**src/rtl/grant_busy_pkg.sv**
```systemverilog
`default_nettype none
// +--------------------------------------------------------------------------+
// | Package     : grant_busy_pkg                                             |
// | Description : Shared types, default constants and the delay clamp helper |
// |               for the grant/busy handshake sequencer.                    |
// | Revision    : 1.0 - initial release                                      |
// +--------------------------------------------------------------------------+
package grant_busy_pkg;

  // Sequencer phases; explicit 2-bit encoding.
  typedef enum logic [1:0] {
    IDLE  = 2'd0,
    WAIT  = 2'd1,
    GRANT = 2'd2,
    BUSY  = 2'd3
  } state_e;

  localparam int unsigned BUSY_LEN_DEFAULT        = 5;
  localparam int unsigned MIN_GRANT_DELAY_DEFAULT = 3;

  // Effective req-to-grant delay: the requested delay, but never shorter than
  // the minimum. Operates on a generous width; callers size-cast the result.
  function automatic logic [15:0] eff_delay(input logic [15:0] grant_delay,
                                            input logic [15:0] min_delay);
    return (grant_delay < min_delay) ? min_delay : grant_delay;
  endfunction

endpackage
`default_nettype wire

```
**src/rtl/sat_down_counter.sv**
```systemverilog
`default_nettype none
// +--------------------------------------------------------------------------+
// | Module      : sat_down_counter                                           |
// | Description : Loadable down-counter that saturates at zero, with zero    |
// |               and one flags. Load has priority over decrement.           |
// | Ports       : clk, rst       - clock, synchronous active-high reset      |
// |               i_load         - load i_load_val this cycle                |
// |               i_load_val[W]  - value to load                             |
// |               i_dec          - decrement (ignored at zero)               |
// |               o_count[W]     - current count                             |
// |               o_is_zero      - count == 0                                |
// |               o_is_one       - count == 1                                |
// | Revision    : 1.0 - initial release                                      |
// +--------------------------------------------------------------------------+
module sat_down_counter #(
  parameter int W = 8
) (
  input  logic         clk,
  input  logic         rst,
  input  logic         i_load,
  input  logic [W-1:0] i_load_val,
  input  logic         i_dec,
  output logic [W-1:0] o_count,
  output logic         o_is_zero,
  output logic         o_is_one
);

  logic [W-1:0] count_q;
  logic [W-1:0] count_d;

  always_comb begin
    count_d = count_q;
    if (i_load) begin
      count_d = i_load_val;
    end else if (i_dec && (count_q != '0)) begin
      count_d = count_q - W'(1);
    end
  end

  always_ff @(posedge clk) begin
    if (rst) begin
      count_q <= '0;
    end else begin
      count_q <= count_d;
    end
  end

  assign o_count   = count_q;
  assign o_is_zero = (count_q == '0);
  assign o_is_one  = (count_q == W'(1));

endmodule
`default_nettype wire

```
**src/rtl/grant_busy_sequencer.sv**
```systemverilog
`default_nettype none
// +--------------------------------------------------------------------------+
// | Module      : grant_busy_sequencer                                       |
// | Description : Accepts a request, waits a clamped programmable delay,     |
// |               pulses grant/start, then holds busy for BUSY_LEN cycles.   |
// |               One further request can be queued while busy.             |
// | Ports       : clk               - clock, rising edge                     |
// |               rst               - synchronous active-high reset          |
// |               req               - request, sampled every cycle           |
// |               grant_delay[DW]   - requested delay, sampled on accept     |
// |               cancel            - aborts a transaction in WAIT only      |
// |               grant, start      - one-cycle pulse (identical)            |
// |               busy              - BUSY_LEN cycles after start            |
// |               done              - pulse on the last busy cycle           |
// |               pending           - a queued request is waiting            |
// | Revision    : 1.0 - initial release                                      |
// +--------------------------------------------------------------------------+
module grant_busy_sequencer
  import grant_busy_pkg::*;
#(
  parameter int unsigned BUSY_LEN        = BUSY_LEN_DEFAULT,
  parameter int unsigned MIN_GRANT_DELAY = MIN_GRANT_DELAY_DEFAULT,
  parameter int          DELAY_W         = 4
) (
  input  logic               clk,
  input  logic               rst,
  input  logic               req,
  input  logic [DELAY_W-1:0] grant_delay,
  input  logic               cancel,
  output logic               grant,
  output logic               start,
  output logic               busy,
  output logic               done,
  output logic               pending
);

  // Effective delay carries one extra bit so the clamp value always fits.
  localparam int DW    = DELAY_W + 1;
  localparam int BW    = $clog2(BUSY_LEN + 1);
  localparam int CNT_W = (DW > BW) ? DW : BW;

  state_e state_q, state_d;
  logic   grant_q, grant_d;
  logic   busy_q, busy_d;
  logic   done_q, done_d;
  logic   pending_q, pending_d;

  logic [DW-1:0]    w_eff_d;
  logic [DW-1:0]    w_eff_d_m1;
  logic             w_cnt_load;
  logic [CNT_W-1:0] w_cnt_load_val;
  logic             w_cnt_dec;
  logic [CNT_W-1:0] w_cnt;
  logic             w_cnt_is_zero;
  logic             w_cnt_is_one;

  assign w_eff_d    = DW'(eff_delay(16'(grant_delay), 16'(MIN_GRANT_DELAY)));
  assign w_eff_d_m1 = w_eff_d - DW'(1);

  sat_down_counter #(
    .W (CNT_W)
  ) u_cnt (
    .clk        (clk),
    .rst        (rst),
    .i_load     (w_cnt_load),
    .i_load_val (w_cnt_load_val),
    .i_dec      (w_cnt_dec),
    .o_count    (w_cnt),
    .o_is_zero  (w_cnt_is_zero),
    .o_is_one   (w_cnt_is_one)
  );

  always_comb begin
    state_d        = state_q;
    pending_d      = pending_q;
    w_cnt_load     = 1'b0;
    w_cnt_load_val = '0;
    w_cnt_dec      = 1'b0;

    case (state_q)
      IDLE: begin
        // A request left queued by the final busy cycle is serviced here.
        if (req || pending_q) begin
          state_d        = WAIT;
          w_cnt_load     = 1'b1;
          w_cnt_load_val = CNT_W'(w_eff_d_m1);
          pending_d      = 1'b0;
        end
      end
      WAIT: begin
        if (cancel) begin
          // Cancel also discards any queued request, including one arriving now.
          state_d   = IDLE;
          pending_d = 1'b0;
        end else begin
          w_cnt_dec = 1'b1;
          if (req) pending_d = 1'b1;
          if (w_cnt_is_one || w_cnt_is_zero) state_d = GRANT;
        end
      end
      GRANT: begin
        state_d        = BUSY;
        w_cnt_load     = 1'b1;
        w_cnt_load_val = CNT_W'(BUSY_LEN);
        if (req) pending_d = 1'b1;
      end
      BUSY: begin
        w_cnt_dec = 1'b1;
        if (req) pending_d = 1'b1;
        if (w_cnt_is_one || w_cnt_is_zero) begin
          // Decision uses pending_q: a req in this same cycle only queues.
          if (pending_q) begin
            state_d        = WAIT;
            w_cnt_load     = 1'b1;
            // Full D here (not D-1): the turnaround includes this boundary cycle.
            w_cnt_load_val = CNT_W'(w_eff_d);
            pending_d      = 1'b0;
          end else begin
            state_d = IDLE;
          end
        end
      end
      default: begin
        state_d = IDLE;
      end
    endcase

    grant_d = (state_d == GRANT);
    busy_d  = (state_d == BUSY);
    // done is registered, so it is raised one cycle ahead of the last busy cycle.
    done_d  = ((state_q == GRANT) && (BUSY_LEN == 1)) ||
              ((state_q == BUSY) && (state_d == BUSY) && (w_cnt == CNT_W'(2)));
  end

  always_ff @(posedge clk) begin
    if (rst) begin
      state_q   <= IDLE;
      grant_q   <= 1'b0;
      busy_q    <= 1'b0;
      done_q    <= 1'b0;
      pending_q <= 1'b0;
    end else begin
      state_q   <= state_d;
      grant_q   <= grant_d;
      busy_q    <= busy_d;
      done_q    <= done_d;
      pending_q <= pending_d;
    end
  end

  assign grant   = grant_q;
  assign start   = grant_q;
  assign busy    = busy_q;
  assign done    = done_q;
  assign pending = pending_q;

endmodule
`default_nettype wire

```
**config.mk**
```make
export PLATFORM = sky130hd
export DESIGN_NAME = grant_busy_sequencer
export DESIGN_NICKNAME = d
export VERILOG_FILES = /design/src/rtl/grant_busy_pkg.sv /design/src/rtl/sat_down_counter.sv /design/src/rtl/grant_busy_sequencer.sv
export SDC_FILE = /design/constraint.sdc
export NUM_CORES = 1
export LEC_CHECK = 0
export BUFFER_PORTS_ARGS = -buffer_cell sky130_fd_sc_hd__buf_4
export CORE_UTILIZATION = 40
export CTS_CLUSTER_SIZE = 16
export DETAILED_ROUTE_END_ITERATION = 12
export SYNTH_ARGS = -nofsm -noshare
export SYNTH_HDL_FRONTEND = slang
export SYNTH_HIERARCHICAL = 1
export SYNTH_SLANG_ARGS = --single-unit
```
**constraint.sdc**
```tcl
create_clock -name clk -period 3.04 [get_ports clk]
set_input_delay 0.608 -clock clk [delete_from_list [all_inputs] [get_ports clk]]
set_output_delay 0.608 -clock clk [all_outputs]
set_load 0.02 [all_outputs]
```
### Word-level counts from Yosys, hierarchy flattened

Index checks and enable logic that the tools add are counted.

* bits in registers: 11
* bits of input ports: 8
* output and inout bits: 5
* word-level logic and storage cells: 51

* add/sub/neg operators: 2
* equal/unequal tests: 8
* muxes and demuxes: 25
* magnitude comparators: 1
* reduce and logical (&&, ||, !) cells: 9

Operators with widths (count)
* 5-bit 2-to-1 mux: 3
* 5-bit case mux with 3 select lines: 1
* 4-bit 2-to-1 mux: 3
* 1-bit 2-to-1 mux: 10
* 2-bit == test, second input constant: 4
* 2-bit 2-to-1 mux: 4
* 2-bit case mux with 4 select lines: 1
* 5-bit by 1-bit == test with 1-bit output, second input constant: 1
* 5-bit by 2-bit == test with 1-bit output, second input constant: 1
* 5-bit logical NOT: 1
* 5-bit nonzero test: 1
* 4-bit by 1-bit subtractor with 5-bit output, second input constant: 1
* 5-bit by 1-bit subtractor with 5-bit output, second input constant: 1
* 4-bit by 2-bit less-than comparator with 1-bit output, second input constant: 1
* 1-bit case mux with 4 select lines: 1
* 1-bit logical AND: 3
* 1-bit case mux with 3 select lines: 1
* 2-bit by 1-bit == test with 1-bit output, second input constant: 1
* 2-bit logical NOT: 1
* 1-bit logical OR: 2
* 2-bit != test, second input constant: 1
* 1-bit case mux with 2 select lines: 1
* 2-bit nonzero test: 1

### Logic depth before layout (Yosys ltp)

* word-level depth: 8
* gate-level depth with buffers: 11
* mapped depth without buffers: 10

### Modules after synthesis

The synthesis kept the hierarchy.

By module, submodules not included
* grant_busy_sequencer: instances 1, area each 430.4 µm², sequential area each 120.1 µm², cells each 52
* sat_down_counter: instances 1, area each 311.5 µm², sequential area each 100.1 µm², cells each 38

### Worst setup path after synthesis

No wires, ideal clock.

* path type: reg-to-reg
* start: reg u_cnt.count_q[0] (netlist: u_cnt/o_count[0])
* end: reg u_cnt.count_q[2] (netlist: u_cnt/o_count[2])
* setup time: 0.095 ns
* slack: 0.814 ns
* clock period less this slack: 2.226 ns
* data arrival time: 2.131 ns
* stages on the path, launching flop included: 11
* buffers on the path: 1
* required time: 2.945 ns
* cell sequence: dfxtp_1 -> inv_1 -> ha_1 -> or4b_1 -> buf_2 -> inv_1 -> o21ai_0 -> a22oi_2 -> o221a_2 -> inv_1 -> a221oi_1

* word-level cells in the longest chain between the ends: 5
* elaborated cells on any way between the ends: 13
* classes of those cells: 1 x add/sub; 1 x eq/ne; 6 x mux; 5 x reduce/logical

RTL lines
* from (decl): RTL line sat_down_counter.sv:28 `logic [W-1:0] count_q;`
* from (signal assigned): RTL line sat_down_counter.sv:44 `count_q <= count_d;`
* 5-bit logical NOT (*): RTL line sat_down_counter.sv:49 `assign o_is_zero = (count_q == '0);`
* net w_cnt_is_zero: RTL line grant_busy_sequencer.sv:54 `logic w_cnt_is_zero;`
* 1-bit logical OR (*): RTL line grant_busy_sequencer.sv:110 `if (w_cnt_is_one || w_cnt_is_zero) begin`
* 1-bit 2-to-1 mux (*): RTL line grant_busy_sequencer.sv:110
* 1-bit case mux with 3 select lines (*): RTL line grant_busy_sequencer.sv:80 `case (state_q)`
* net w_cnt_load: RTL line grant_busy_sequencer.sv:50 `logic w_cnt_load;`
* 5-bit 2-to-1 mux / 2-bit nonzero test (equally long branches)

Mark *: on every way through the listed nets, which the timed path passes. The rest lies on a longest branch. The select of a mux whose other input is x is not followed.
A chain may end at the register's enable or synchronous reset.

### Final worst setup path

Ends and elaborated chain as after synthesis.

==> impl_metrics.env <==
export IMPL_outcome="finished, final reports clean"
export IMPL_cts_root_buf="clkbuf_4"
export IMPL_grt_max_degree=14
export IMPL_wl_per_cell_um=12.7
export IMPL_drive_gt1_frac=0.225
export IMPL_grtUsageTotal=0.188
export IMPL_final_max_slew_viol_count=0
export IMPL_synth_edf_count=0
export IMPL_max_stage_delay_ns=0.58
export IMPL_grt_ovfl_total=0
export IMPL_crit_chain="inv_1, ha_1, or4b_1, inv_1, o21ai_0, a22oi_2, o221a_2, inv_1, a221oi_1"
export IMPL_drtPass1Iterations=4
export IMPL_cts_resized=0
export IMPL_hold_viol_final=0
export IMPL_syn_num_nets=101
export IMPL_postPlaceCellArea_sq_um=832
export IMPL_yosys_register_bits=11
export IMPL_io_buffers=12
export IMPL_worst_slew_pin_slew_ns=0.705
export IMPL_dp_hpwl_mm=1.18
export IMPL_initial_core_util=0.430
export IMPL_slowest_stage="or4b_1"
export IMPL_path_buf_inv=3
export IMPL_path_max_fanout=8
export IMPL_fin_ws_ns=0.487
export IMPL_critPathTopFamily="compound AO/OA/AOI/OAI gates"
export IMPL_diodes=0
export IMPL_insertion_delay_ns=0.28
export IMPL_post_place_ws_ns=0.534
export IMPL_powerDensity_mw_per_mm2=516
export IMPL_holdBufCountCts=0
export IMPL_yosysUniqueCellTypes=38
export IMPL_path_depth=9
export IMPL_chipHeight_um=45.1
export IMPL_cts_tree="yes"
export IMPL_routed_via_density=5.42
export IMPL_async_flop_share=0
export IMPL_min_period_ns=2.55
export IMPL_skew_ns=0.00523
export IMPL_cts_buffers=3
export IMPL_wirelength_mm=1.61
export IMPL_grt_pass1_vias=596
export IMPL_vias=688
export IMPL_yosys_warnings=6
export IMPL_path_clk_slew_ns=0.07
export IMPL_avgSynthCellArea_sq_um=8.24
export IMPL_netlist_instances=90
export IMPL_utilization=0.497
export IMPL_holdPathStages=2
export IMPL_drtAntennaViolNets=0
export IMPL_relSlewSlack=0.523
export IMPL_hp_class="input port to register"
export IMPL_end_kind="register"
export IMPL_fmax_mhz=392
export IMPL_grt_pass1_wl_mm=2.69
export IMPL_critical_path_class="register to register"
export IMPL_drt_iter0_drc=17
export IMPL_clk_path_buf_depth=2
export IMPL_fin_crit_sh=0.840
export IMPL_cts_max_level=1
export IMPL_rsz0062_at_grt="false"
export IMPL_globalplace_congestion=0.817
export IMPL_grt_antenna_before_repair=0
export IMPL_worstPathRequired_ns=3.22
export IMPL_cts_setup_buffers=0
export IMPL_synthFlopType="dfxtp_1"
export IMPL_final_nets=114
export IMPL_dieArea_sq_mm=0.00203
export IMPL_die_w_um=45.1
export IMPL_num_rows=15
export IMPL_power_leakage_nw=0.320
export IMPL_clkSinkCount=11
export IMPL_max_cap_viol_count=0
export IMPL_dp_cells=123
export IMPL_synth_seq_area_share=0.297
export IMPL_start_kind="register"
export IMPL_r2r_cells=9
export IMPL_area_growth_pct=15.7
export IMPL_vdd_drop_max_v=0.000278
export IMPL_fin_area_sq_um=858
export IMPL_crit_top_cell="inv_1"
export IMPL_ioPinCount=13
export IMPL_cp_arrival_ns=2.73
export IMPL_fin_setup_tns_ns=0
export IMPL_setup_violations_final=0
export IMPL_core_area_sq_mm=0.00173
export IMPL_drcViolationCount=0
export IMPL_final_cells=127
export IMPL_synthesis_area_sq_um=742
[cells by family (layout without fill, tap and decap cells)]
family	after synthesis	count (layout)	synth area share
and+or+nand+nor	34	34	0.238
AOI/OAI and AO/OA	26	26	0.297
buffers and inverters	13	25	0.0877
DFF	11	11	0.297
adders and majority gates	3	3	0.0506
other	1	1	0.00505
xor gates and xnor gates	1	1	0.0118
muxes	1	1	0.0135
[worst paths after layout]
check                                start                            end  slack [ns]
max          u_cnt/o_count[0]$_SDFFE_PP0P_  u_cnt/o_count[2]$_SDFFE_PP0P_        0.49
min                                 cancel               grant$_SDFF_PP0_        0.52
max reg2reg  u_cnt/o_count[0]$_SDFFE_PP0P_  u_cnt/o_count[2]$_SDFFE_PP0P_        0.49
min reg2reg  u_cnt/o_count[4]$_SDFFE_PP0P_  u_cnt/o_count[4]$_SDFFE_PP0P_        0.57
[where the power goes]
part | leakage [nW] | switching (W) | internal (W) | total (W)
sequential | 0.0899 | 0.0000240 | 0.000159 | 0.000183
combinational | 0.215 | 0.0000905 | 0.0000643 | 0.000155
clock | 0.0150 | 0.0000535 | 0.0000510 | 0.000104
[sequential cells by signal (all words and copies together) (netlist names)]
| name | count |
|---|---|
| busy | 1 |
| done | 1 |
| grant | 1 |
| pending | 1 |
| state_q | 2 |
| u_cnt/o_count | 5 |
[stage by stage]
step | hold WS [ns] | total power, W
after global placement | 0.556 | 0.000340
after detailed placement | 0.551 | 0.000338
after floorplan | 0.500 | 0.000306
after CTS | 0.517 | 0.000442
final | 0.515 | 0.000443
after global routing | 0.523 | 0.000472
[cell usage after synthesis, types with 2 or more instances]
| master | count | area share |
|---|---|---|
| inv_1 | 9 | 0.046 |
| a2111oi_2 | 2 | 0.040 |
| buf_4 | 2 | 0.020 |
| nand2_1 | 3 | 0.015 |
| a22oi_2 | 2 | 0.034 |
| a311oi_1 | 2 | 0.024 |
| ha_1 | 3 | 0.051 |
| dfxtp_1 | 11 | 0.30 |
| a21oi_1 | 5 | 0.034 |
| nor3_1 | 5 | 0.034 |
| o21ai_0 | 2 | 0.013 |
| o22ai_1 | 2 | 0.017 |
| nor4_1 | 3 | 0.025 |
| nor2_1 | 12 | 0.061 |
| nand3_1 | 3 | 0.020 |
| nand4_1 | 2 | 0.017 |
[cells in the final DEF (no fill, tap or decap), types with 2 or more instances in the layout]
master     synthesis  final
nor2_1            12     12
buf_4              2     12
dfxtp_1           11     11
inv_1              9      9
a21oi_1            5      5
nor3_1             5      5
nor4_1             3      3
nand3_1            3      3
ha_1               3      3
clkbuf_4           0      3
nand2_1            3      3
o21ai_0            2      2
a22oi_2            2      2
o22ai_1            2      2
nand4_1            2      2
a2111oi_2          2      2
a311oi_1           2      2
[area by class of cell]
type	count	area, sq um
fillers	173	868
multi-input cells	66	457
flip-flops and latches	11	220
repair buffers	12	90.1
clock buffers	4	26.3
inverters	9	33.8
well taps	25	31.3
[layer usage]
| metal | GRT usage | vias up | wire length (um) |
|---|---|---|---|
| met5 | 0 | - | 0 |
| met4 | 0.109 | 0 | 36 |
| met3 | 0.0480 | 4 | 64 |
| met2 | 0.278 | 13 | 731 |
| met1 | 0.244 | 316 | 776 |
| li1 | - | 355 | - |
Note: power is estimated with default switching activity, not from simulation.
